===== src/rtl/alu_arbiter.sv =====
// Purpose : shares one combinational alu between requester 0 (execute stage)
//           and requester 1 (multi-cycle helper) with round-robin arbitration.
// Latency : op accepted at cycle T -> rsp_valid at T+2; at most 1 op / 3 cycles.
// Backpressure: rsp_ready low holds the response stable; no request is accepted
//           until the response has been taken.
//
// Ports:
//   clk, reset                 clock and synchronous active-high reset
//   reqN_valid / reqN_ready    request handshake, N = 0,1 (ready is combinational)
//   reqN_control/src1/src2     one-hot op select and operands
//   alu_control/src1/src2      drive the shared alu, non-zero only in EXEC
//   alu_result                 combinational result back from the shared alu
//   rsp_valid / rsp_ready      response handshake
//   rsp_id/result/err          requester id, registered result, not-one-hot flag
module alu_arbiter #(
  parameter int   DATA_W     = 32,
  parameter int   CTRL_W     = 12,
  parameter logic FIRST_PRIO = 1'b0
) (
  input  logic              clk,
  input  logic              reset,
  input  logic              req0_valid,
  output logic              req0_ready,
  input  logic [CTRL_W-1:0] req0_control,
  input  logic [DATA_W-1:0] req0_src1,
  input  logic [DATA_W-1:0] req0_src2,
  input  logic              req1_valid,
  output logic              req1_ready,
  input  logic [CTRL_W-1:0] req1_control,
  input  logic [DATA_W-1:0] req1_src1,
  input  logic [DATA_W-1:0] req1_src2,
  output logic [CTRL_W-1:0] alu_control,
  output logic [DATA_W-1:0] alu_src1,
  output logic [DATA_W-1:0] alu_src2,
  input  logic [DATA_W-1:0] alu_result,
  output logic              rsp_valid,
  input  logic              rsp_ready,
  output logic              rsp_id,
  output logic [DATA_W-1:0] rsp_result,
  output logic              rsp_err
);

  typedef enum logic [1:0] {
    IDLE = 2'd0,
    EXEC = 2'd1,
    RESP = 2'd2
  } state_t;

  state_t            state_q, state_d;
  logic              last_grant_q;
  logic [CTRL_W-1:0] op_control_q;
  logic [DATA_W-1:0] op_src1_q;
  logic [DATA_W-1:0] op_src2_q;
  logic              op_id_q;
  logic              op_err_q;
  logic [DATA_W-1:0] result_q;

  logic              grant0, grant1, accept, winner;
  logic [CTRL_W-1:0] sel_control;
  logic [DATA_W-1:0] sel_src1, sel_src2;
  logic              sel_onehot;

  // Arbitration and next state. A tie goes to the requester that did not win
  // last time. Reset suppresses ready so a requester never sees a handshake
  // that the registers are about to discard.
  always_comb begin
    state_d = state_q;
    grant0  = 1'b0;
    grant1  = 1'b0;
    case (state_q)
      IDLE: begin
        if (!reset) begin
          if (req0_valid && (!req1_valid || last_grant_q))
            grant0 = 1'b1;
          else if (req1_valid)
            grant1 = 1'b1;
        end
        if (grant0 || grant1)
          state_d = EXEC;
      end
      EXEC: state_d = RESP;
      RESP: if (rsp_ready) state_d = IDLE;
      default: state_d = IDLE;
    endcase
  end

  assign accept     = grant0 | grant1;
  assign winner     = grant1;
  assign req0_ready = grant0;
  assign req1_ready = grant1;

  assign sel_control = winner ? req1_control : req0_control;
  assign sel_src1    = winner ? req1_src1    : req0_src1;
  assign sel_src2    = winner ? req1_src2    : req0_src2;
  // Exactly one bit set: non-zero and clearing the lowest set bit leaves zero.
  assign sel_onehot  = (sel_control != '0) &&
                       ((sel_control & (sel_control - CTRL_W'(1))) == '0);

  always_ff @(posedge clk) begin
    if (reset) begin
      state_q      <= IDLE;
      last_grant_q <= ~FIRST_PRIO;
      op_control_q <= '0;
      op_src1_q    <= '0;
      op_src2_q    <= '0;
      op_id_q      <= 1'b0;
      op_err_q     <= 1'b0;
      result_q     <= '0;
    end else begin
      state_q <= state_d;
      if (accept) begin
        op_control_q <= sel_control;
        op_src1_q    <= sel_src1;
        op_src2_q    <= sel_src2;
        op_id_q      <= winner;
        op_err_q     <= ~sel_onehot;
        last_grant_q <= winner;
      end
      // Malformed controls still run through the alu slot, but their
      // result is forced to zero so garbage never leaks to the consumer.
      if (state_q == EXEC)
        result_q <= op_err_q ? '0 : alu_result;
    end
  end

  // The shared alu only sees an op during its single EXEC cycle.
  assign alu_control = (state_q == EXEC) ? op_control_q : '0;
  assign alu_src1    = (state_q == EXEC) ? op_src1_q    : '0;
  assign alu_src2    = (state_q == EXEC) ? op_src2_q    : '0;

  assign rsp_valid  = (state_q == RESP);
  assign rsp_id     = op_id_q;
  assign rsp_result = result_q;
  assign rsp_err    = op_err_q;

endmodule


===== config.mk =====
export PLATFORM = sky130hd
export DESIGN_NAME = alu_arbiter
export DESIGN_NICKNAME = d
export VERILOG_FILES = /design/src/rtl/alu_arbiter.sv
export SDC_FILE = /design/constraint.sdc
export NUM_CORES = 1
export LEC_CHECK = 0
export CAP_MARGIN = 10
export CORE_MARGIN = 2
export CORE_UTILIZATION = 40
export CTS_BUF_LIST = sky130_fd_sc_hd__clkbuf_8
export DETAILED_ROUTE_END_ITERATION = 6
export PLACE_DENSITY = 0.9
export REMOVE_ABC_BUFFERS = 1
export SETUP_SLACK_MARGIN = 0.15
export SYNTH_ARGS = -nofsm -noshare
export SYNTH_HDL_FRONTEND = slang
export SYNTH_SLANG_ARGS = --single-unit

===== constraint.sdc =====
create_clock -name clk -period 2.5 [get_ports clk]
set_input_delay 0.375 -clock clk [delete_from_list [all_inputs] [get_ports clk]]
set_output_delay 0.375 -clock clk [all_outputs]
set_load 0.01 [all_outputs]

* Word level (Yosys, flattened, before mapping)
Cells that the tools add are included.
** Storage, ports and cells
- Bits in registers :: 113
- Output and inout bits :: 113
- Input bits :: 189
- Logic and storage cells :: 44
** Cells by class
- Mux-type cells :: 19
- Reductions and logical operators :: 9
- Bitwise gates (word level) :: 3
- Equal/unequal tests :: 4
- Add/sub/neg operators :: 1
** Operator list (number)
- $mux 32 :: 5
- $mux 12 :: 2
- $and 12x12->12 :: 1
- $logic_not 12->1 :: 1
- $reduce_bool 12->1 :: 1
- $sub 12x1->12 const B :: 1
- $mux 1 :: 9
- $pmux 2 s3 :: 1
- $mux 2 :: 2
- $eq 2x1->1 const B :: 1
- $eq 2x2->1 const B :: 1
- $logic_and 1x1->1 :: 2
- $logic_not 2->1 :: 1
- $logic_or 1x1->1 :: 2
- $ne 2x1->1 const B :: 1
- $ne 2x2->1 const B :: 1
- $reduce_and 2->1 :: 1
- $logic_not 1->1 :: 1
- $not 1->1 :: 1
- $or 1x1->1 :: 1

* Depth between registers and ports, before layout
Gate-level depths: netlist of run 1.
- Depth after elaboration :: 13
- Mapped depth :: 9
- Depth with buffers taken out :: 7

* Worst setup path after synthesis of run 1
No wires, ideal clock.
- Path type :: register to output
- From :: register state_q[0]
- To :: output port alu_src2[11]
- Arrival :: 1.468 ns
- Cell stages (with the launch flop) :: 6
- Path buffers :: 3
- Data required time :: 2.125 ns
- Setup slack :: 0.657 ns
- Cell sequence :: dfxtp_1 and2b_1 clkbuf_1 clkbuf_1 clkbuf_1 and2_1
** On the way
- Word-level cells in the longest chain between the ends :: 2
** RTL lines
- from (decl) :: line 49 : state_t state_q, state_d;
- from (signal assigned) :: line 110 : state_q <= state_d;
- $eq 2x1->1 :: line 129 : assign alu_src2 = (state_q == EXEC) ? op_src2_q : '0;
- $mux 32 :: line 129
- to (decl) :: line 34 : output logic [DATA_W-1:0] alu_src2,
Every way passes these cells.

* Worst setup path in the final report of run 1
- From :: register state_q[1]
- To :: output port alu_src1[25]
** On the way
- Word-level cells in the longest chain between the ends :: 2
** RTL lines
- $eq 2x1->1 :: line 128 : assign alu_src1 = (state_q == EXEC) ? op_src1_q : '0;
- $mux 32 :: line 128
- to (decl) :: line 33 : output logic [DATA_W-1:0] alu_src1,
Every way passes these cells.

==> flow_summary.json, run 1 <==
{
  "r2r-end": "rsp_err",
  "synthCells": 724,
  "synth_xor_area_share_pct": 0,
  "cts.clk_slew.worst_paths_ps": 70,
  "skew_ps": 9.785,
  "antenna_left": 0,
  "synthToLayoutAreaGrowth_pct": 66.51,
  "die_w_um": 121.4,
  "rows": 42,
  "crit_arrival_ps": 1970,
  "reg2reg_slack_ps": 560,
  "ir_drop_v": 0.0002856,
  "hp-class": "reg -> reg",
  "timing.final.ws_setup_ps": 151.5,
  "n_antenna_cell": 0,
  "avgRoutedWirePerCell_um": 16.64,
  "io_pins": 302,
  "min_from": "rsp_result[13]",
  "slew_headroom_pct": 49.33,
  "hpwl_mm": 13.64,
  "setup_tns_ps": 0,
  "grt_pass1_vias": 5858,
  "drc": 0,
  "fin_nets": 1192,
  "pre_cts_slack_ps": 83.52,
  "fmax_mhz": 425.8,
  "drive_gt1_share_pct": 6.798,
  "pwr-share-seq_pct": 41.2,
  "start_util_pct": 41.31,
  "cts_buffers": 17,
  "p_leak_nw": 3.845,
  "routed_wirelength_mm": 19.82,
  "synth_simple_gate_area_share_pct": 35.51,
  "cp-end-kind": "output port",
  "yosys_warnings": 0,
  "die_area_um2": 14740,
  "grt_start_max_net_pins": 91,
  "syn_area_um2": 5514,
  "required_ps": 2120,
  "whs_path_depth": 2,
  "vias_per_cell": 5.232,
  "worst_pin_slew_ps": 760.1,
  "crit_family": "buffers and inverters",
  "synth-edff-count": 0,
  "hold_viol_final": 0,
  "avgSynthCellArea_um2": 7.616,
  "synthArstFlopShare_pct": 0,
  "holdBufCountCts": 0,
  "slew_viol_final": 0,
  "synth-compound-area-share_pct": 17.54,
  "ys_seq_area_share_pct": 41.03,
  "clk_latency_ps": 430,
  "max_stage_delay_ps": 550,
  "clockPowerShare_pct": 34.4,
  "setup_viol": 0,
  "cts_root_buf": "clkbuf_8",
  "p_switching_mw": 1.374,
  "whs_endpoint": "rsp_result[13]",
  "fin_total_pwr_mw": 4.941,
  "crit_buf_inv": 2,
  "die_y_um": 121.4,
  "worstPathMaxFanout": 30,
  "via_count": 6231,
  "rr_startpoint": "state_q[1]",
  "io_buffer_count": 301,
  "path_class": "reg -> out",
  "rsz0062_at_grt": "yes",
  "synth_fa_ha_area_share_pct": 0,
  "r2r_cells": 8,
  "p_sw_share_pct": 27.80,
  "ys_types": 39,
  "cts_tree": "yes",
  "antenna_found_initial": 0,
  "core_area_um2": 13350,
  "status": "complete, no violations",
  "crit_chain": "and2b_4, buf_12, and2_1, clkdlybuf4s50_1",
  "power.density_nw_per_um2": 538.2,
  "p_int_mw": 3.567,
  "slowest_stage": "clkdlybuf4s50_1",
  "synthMuxAreaShare_pct": 0.7488,
  "grt_util_all_layers_pct": 26.14,
  "grt_overflow": 0,
  "synth_top_family_by_area": "simple AND/OR/NAND/NOR gates",
  "drt-initial-drc-count": 417,
  "drtPass1Iterations": 5,
  "htree_levels": 4,
  "cts_num_sinks": 113,
  "clockBufferDepth": 2,
  "grt_pass1_wl_mm": 30.09,
  "place_congestion": 0.8356,
  "comb_power_share_pct": 24.4,
  "ys.flop_type": "dfxtp_1",
  "cap_violations": 0,
  "fin_crit_sh_pct": 93.94,
  "start_kind": "register",
  "min_period_ps": 2349,
  "ys_ff_latch": 113
}
[area by class of cell]
type | instances | area (um^2)
Clock buffer | 20 | 275.3
Tap cell | 176 | 220.2
Fill cell | 1066 | 4167
Multi-Input combinational cell | 543 | 2969
Sequential cell | 113 | 2267
Clock inverter | 11 | 112.6
Inverter | 2 | 10.01
Timing Repair Buffer | 326 | 3327
[routing by layer]
metal / routed length (um) / track usage [%] / share of wire, %
met3: 1512 / 7.002 / 7.6
met4: 660 / 11.78 / 3.3
met1: 7689 / 29.97 / 39
met5: 0 / 0 / 0
met2: 9960 / 45.33 / 50
[Yosys cell counts, types with 2 or more instances]
library cell  count  area (um^2)
nand2b_1          2        12.51
and3_1            2        12.51
mux2i_1           3        30.03
a311oi_1         74        648.1
clkbuf_1         40        150.1
nor4_1            2        12.51
nand3_1           4        20.02
buf_1             8        30.03
buf_2            15        75.07
nor2_1           86        322.8
buf_4             3        22.52
nand3b_1         36        270.3
and2_1           76        475.5
o21ai_0           5        25.02
dfxtp_1         113         2262
a211oi_1          2        15.01
a21oi_1          39        195.2
inv_2             2        7.510
nand2_1         186        698.2
nor3_1            6        30.03
nor2b_1           2        12.51
[what timing repair did]
action,CTS,global route
setup buffers,3,1
resized for setup,52,13
endpoints found under the setup margin,77,39
pin swaps,1,0
cloned,3,0
[state kept, by name (all words and copies together) (netlist names)]
name	cells
last_grant_q	1
op_control_q	12
op_src1_q	32
op_src2_q	32
rsp_err	1
rsp_id	1
rsp_result	32
state_q	2
[worst max path at each step]
stage,depth (start not counted),endpoint,slack [ps],start
after floorplan,7,rsp_err,-350,state_q[1]
after global placement,6,req1_ready,130,req0_valid
after detailed placement,7,op_src2_q[19],80,req0_valid
after CTS,4,alu_src2[15],90,state_q[1]
after global routing,4,alu_src1[30],80,state_q[1]
final,4,alu_src1[25],150,state_q[1]
[through the flow]
stage | hold slack [ps] | cell area, um^2 | utilization, % | cells
after global placement | 437.8 | 8668 | 64.94 | 1153
after floorplan | 442.9 | 5236 | - | 658
after global routing | 470.0 | 9181 | 68.79 | 1191
after CTS | 452.8 | 9141 | 68.49 | 1190
after detailed placement | 443.1 | 8668 | 64.94 | 1153
final | 449.8 | 9181 | 68.79 | 1191
[cell usage in the layout (no fill, tap or decap), types with 5 or more instances in the layout]
cell type and n:
a21oi_1 39, a311oi_1 74, and2_1 76, buf_12 7
buf_4 15, clkbuf_8 20, clkdlybuf4s50_1 242, clkinv_2 7
dfxtp_1 111, dlygate4sd2_1 46, dlymetal6s2s_1 12, nand2_1 186
nand3b_1 36, nor2_1 86, nor3_1 6, o21ai_0 5
[cells by family after synthesis]
group / after synthesis
AO/OA/AOI/OAI: 129
multiplexers: 4
flip-flops: 113
buffers and inverters: 68
AND/OR/NAND/NOR: 410
[power groups by stage]
| stage | registers, mW | clock network, mW | logic, mW |
|---|---|---|---|
| 2_1_floorplan | 2.08 | 0 | 0.471 |
| 3_3_place_gp | 2.07 | 0 | 1.14 |
| 3_5_place_dp | 2.08 | 0 | 1.16 |
| 4_1_cts | 2.04 | 1.73 | 1.21 |
| 5_1_grt | 2.06 | 1.82 | 1.31 |
| 6_report | 2.04 | 1.70 | 1.21 |
[tightest hold or removal path: stages (launching register included)]
cell and delay, ps:
dfxtp_1 310, nand2_1 50, a21oi_1 50
Note: power is estimated with default switching activity, not from simulation.
==> inputs of run 2 (changes only) <==
--- a/config.mk
+++ b/config.mk
@@ -6,13 +6,15 @@
 export NUM_CORES = 1
 export LEC_CHECK = 0
 export CAP_MARGIN = 10
-export CORE_MARGIN = 2
+export CORE_MARGIN = 4
 export CORE_UTILIZATION = 40
 export CTS_BUF_LIST = sky130_fd_sc_hd__clkbuf_8
 export DETAILED_ROUTE_END_ITERATION = 6
 export PLACE_DENSITY = 0.9
 export REMOVE_ABC_BUFFERS = 1
 export SETUP_SLACK_MARGIN = 0.15
+export SLEW_MARGIN = 20
 export SYNTH_ARGS = -nofsm -noshare
 export SYNTH_HDL_FRONTEND = slang
 export SYNTH_SLANG_ARGS = --single-unit
+export TNS_END_PERCENT = 5
==> run 2 against run 1 <==
  * Clock skew rose by 3.6 ps
  * Count of clock-buffer cells in the layout rose by 2
  * Largest cell class unchanged
  * Sequential power barely moved
  * Routed wire length fell by 1.3%
  * Highest routed layer unchanged
  * Worst hold slack barely moved
==> flow_summary.json, run 2 (synthesized netlist as in run 1, its figures left out) <==
{
  "reg2reg_slack_ps": 480,
  "final_cell_area_um2": 9022,
  "comb_power_share_pct": 23.2,
  "multi_input_area_um2": 2969,
  "cts_root_buf": "clkbuf_8",
  "clk_latency_ps": 440,
  "worstPathMaxFanout": 6,
  "cts.clk_slew.worst_paths_ps": 60,
  "slew_viol_final": 0,
  "start_util_pct": 41.31,
  "drt-initial-drc-count": 387,
  "crit_arrival_ps": 1870,
  "die_area_um2": 15730,
  "io_buffer_count": 301,
  "min_from": "rsp_result[10]",
  "grt_overflow": 0,
  "min_period_ps": 2244,
  "die_w_um": 125.4,
  "grt_pass1_vias": 5956,
  "grt_start_max_net_pins": 64,
  "setup_viol": 0,
  "fmax_mhz": 445.7,
  "htree_levels": 4,
  "rows": 42,
  "slew_headroom_pct": 52.76,
  "hold_viol_final": 0,
  "pwr-share-seq_pct": 41.2,
  "start_kind": "register",
  "placed_cells": 1154,
  "cts_buffers": 17,
  "clockBufferDepth": 2,
  "ir_drop_v": 0.0003553,
  "register_area_um2": 2265,
  "hpwl_mm": 14.17,
  "instances_no_fill": 1188,
  "antenna_left": 0,
  "fin_nets": 1187,
  "io_pins": 302,
  "r2r_cells": 7,
  "avgRoutedWirePerCell_um": 16.46,
  "routed_wirelength_mm": 19.56,
  "rr_startpoint": "state_q[1]",
  "rsz0062_at_grt": "no",
  "place_congestion": 0.8858,
  "drc": 0,
  "clockPowerShare_pct": 35.6,
  "path_class": "reg -> out",
  "final_common_cell": "clkdlybuf4s50_1",
  "cts_num_sinks": 113,
  "nFillCells": 1106,
  "drive_gt1_share_pct": 6.429,
  "antenna_found_initial": 1,
  "p_leak_nw": 3.725,
  "grt_pass1_wl_mm": 30.90,
  "die_y_um": 125.4,
  "placed_area_um2": 8663,
  "r2r-end": "op_src1_q[23]",
  "skew_ps": 13.37,
  "cp-end-kind": "output port",
  "drtPass1Iterations": 4,
  "whs_endpoint": "rsp_result[10]",
  "required_ps": 2120,
  "synthToLayoutAreaGrowth_pct": 63.63,
  "post-route-util_pct": 67.59,
  "final_cell_mix": "clkdlybuf4s50_1 (223), nand2_1 (186), dfxtp_1 (111), nor2_1 (86), dlygate4sd2_1 (77)",
  "cap_violations": 0,
  "setup_tns_ps": 0,
  "p_switching_mw": 1.358,
  "grt_util_all_layers_pct": 24.18,
  "whs_path_depth": 2,
  "p_sw_share_pct": 27.49,
  "hp-class": "reg -> reg",
  "cts_tree": "yes",
  "power.density_nw_per_um2": 547.7,
  "vias_per_cell": 5.227,
  "p_int_mw": 3.583,
  "status": "complete, no violations",
  "cts_setup_buffers": 0,
  "worst_pin_slew_ps": 708.6,
  "core_area_um2": 13350,
  "via_count": 6210,
  "fin_crit_sh_pct": 89.75,
  "fin_total_pwr_mw": 4.942
}
## run 2: layer usage
layer / part of all wire (%) / global-route usage (%) / vias to the layer above
met1: 40 / 28.18 / 2841
met5: 0 / 0 / -
li1: - / - / 3029
met4: 4.1 / 12.50 / 0
met2: 49 / 41.19 / 280
met3: 7.1 / 5.928 / 60
## run 2: stage by stage
stage	setup WS [ps]	hold slack [ps]
2_1_floorplan	-346.0	442.9
3_3_place_gp	100.3	437.8
3_5_place_dp	92.86	443.2
4_1_cts	218.7	452.3
5_1_grt	173.6	464.4
6_report	256.3	450.2
## run 2: worst max path at each step
stage	startpoint	slack (ps)	cells past startpoint	endpoint
2_1_floorplan	state_q[1]	-350	7	rsp_err
3_3_place_gp	req1_control[5]	100	7	rsp_err
3_5_place_dp	req1_control[5]	90	7	rsp_err
4_1_cts	state_q[1]	220	3	req0_ready
5_1_grt	state_q[1]	170	3	req0_ready
6_report	state_q[1]	260	3	req0_ready
## run 2: cell type report
class | instances | area share [%]
flip-flops and latches | 113 | 25.10
clock inverters | 10 | 1.179
repair buffers | 321 | 34.88
inverters | 2 | 0.1109
well taps | 176 | 2.441
multi-input cells | 543 | 32.91
clock buffers | 22 | 3.356
diodes | 1 | 0.02774
## run 2: power by group through the flow
stage          Clock (mW)  Combinational (mW)  Sequential (mW)
6_report             1.76                1.15             2.04
5_1_grt              1.88                1.25             2.06
4_1_cts              1.79                1.15             2.03
3_5_place_dp            0                1.16             2.07
3_3_place_gp            0                1.14             2.07
2_1_floorplan           0               0.471             2.08
## run 2: critical path: stages (launching register included)
cell and delay, ps:
dfxtp_2 350, nor3_4 260, and3_1 270, clkdlybuf4s50_1 560
## run 2: repair_timing
action                                  4_1_cts  5_1_grt
endpoints found under the setup margin       77        0
resized for setup                            84        0
hold buffers                                  0        0
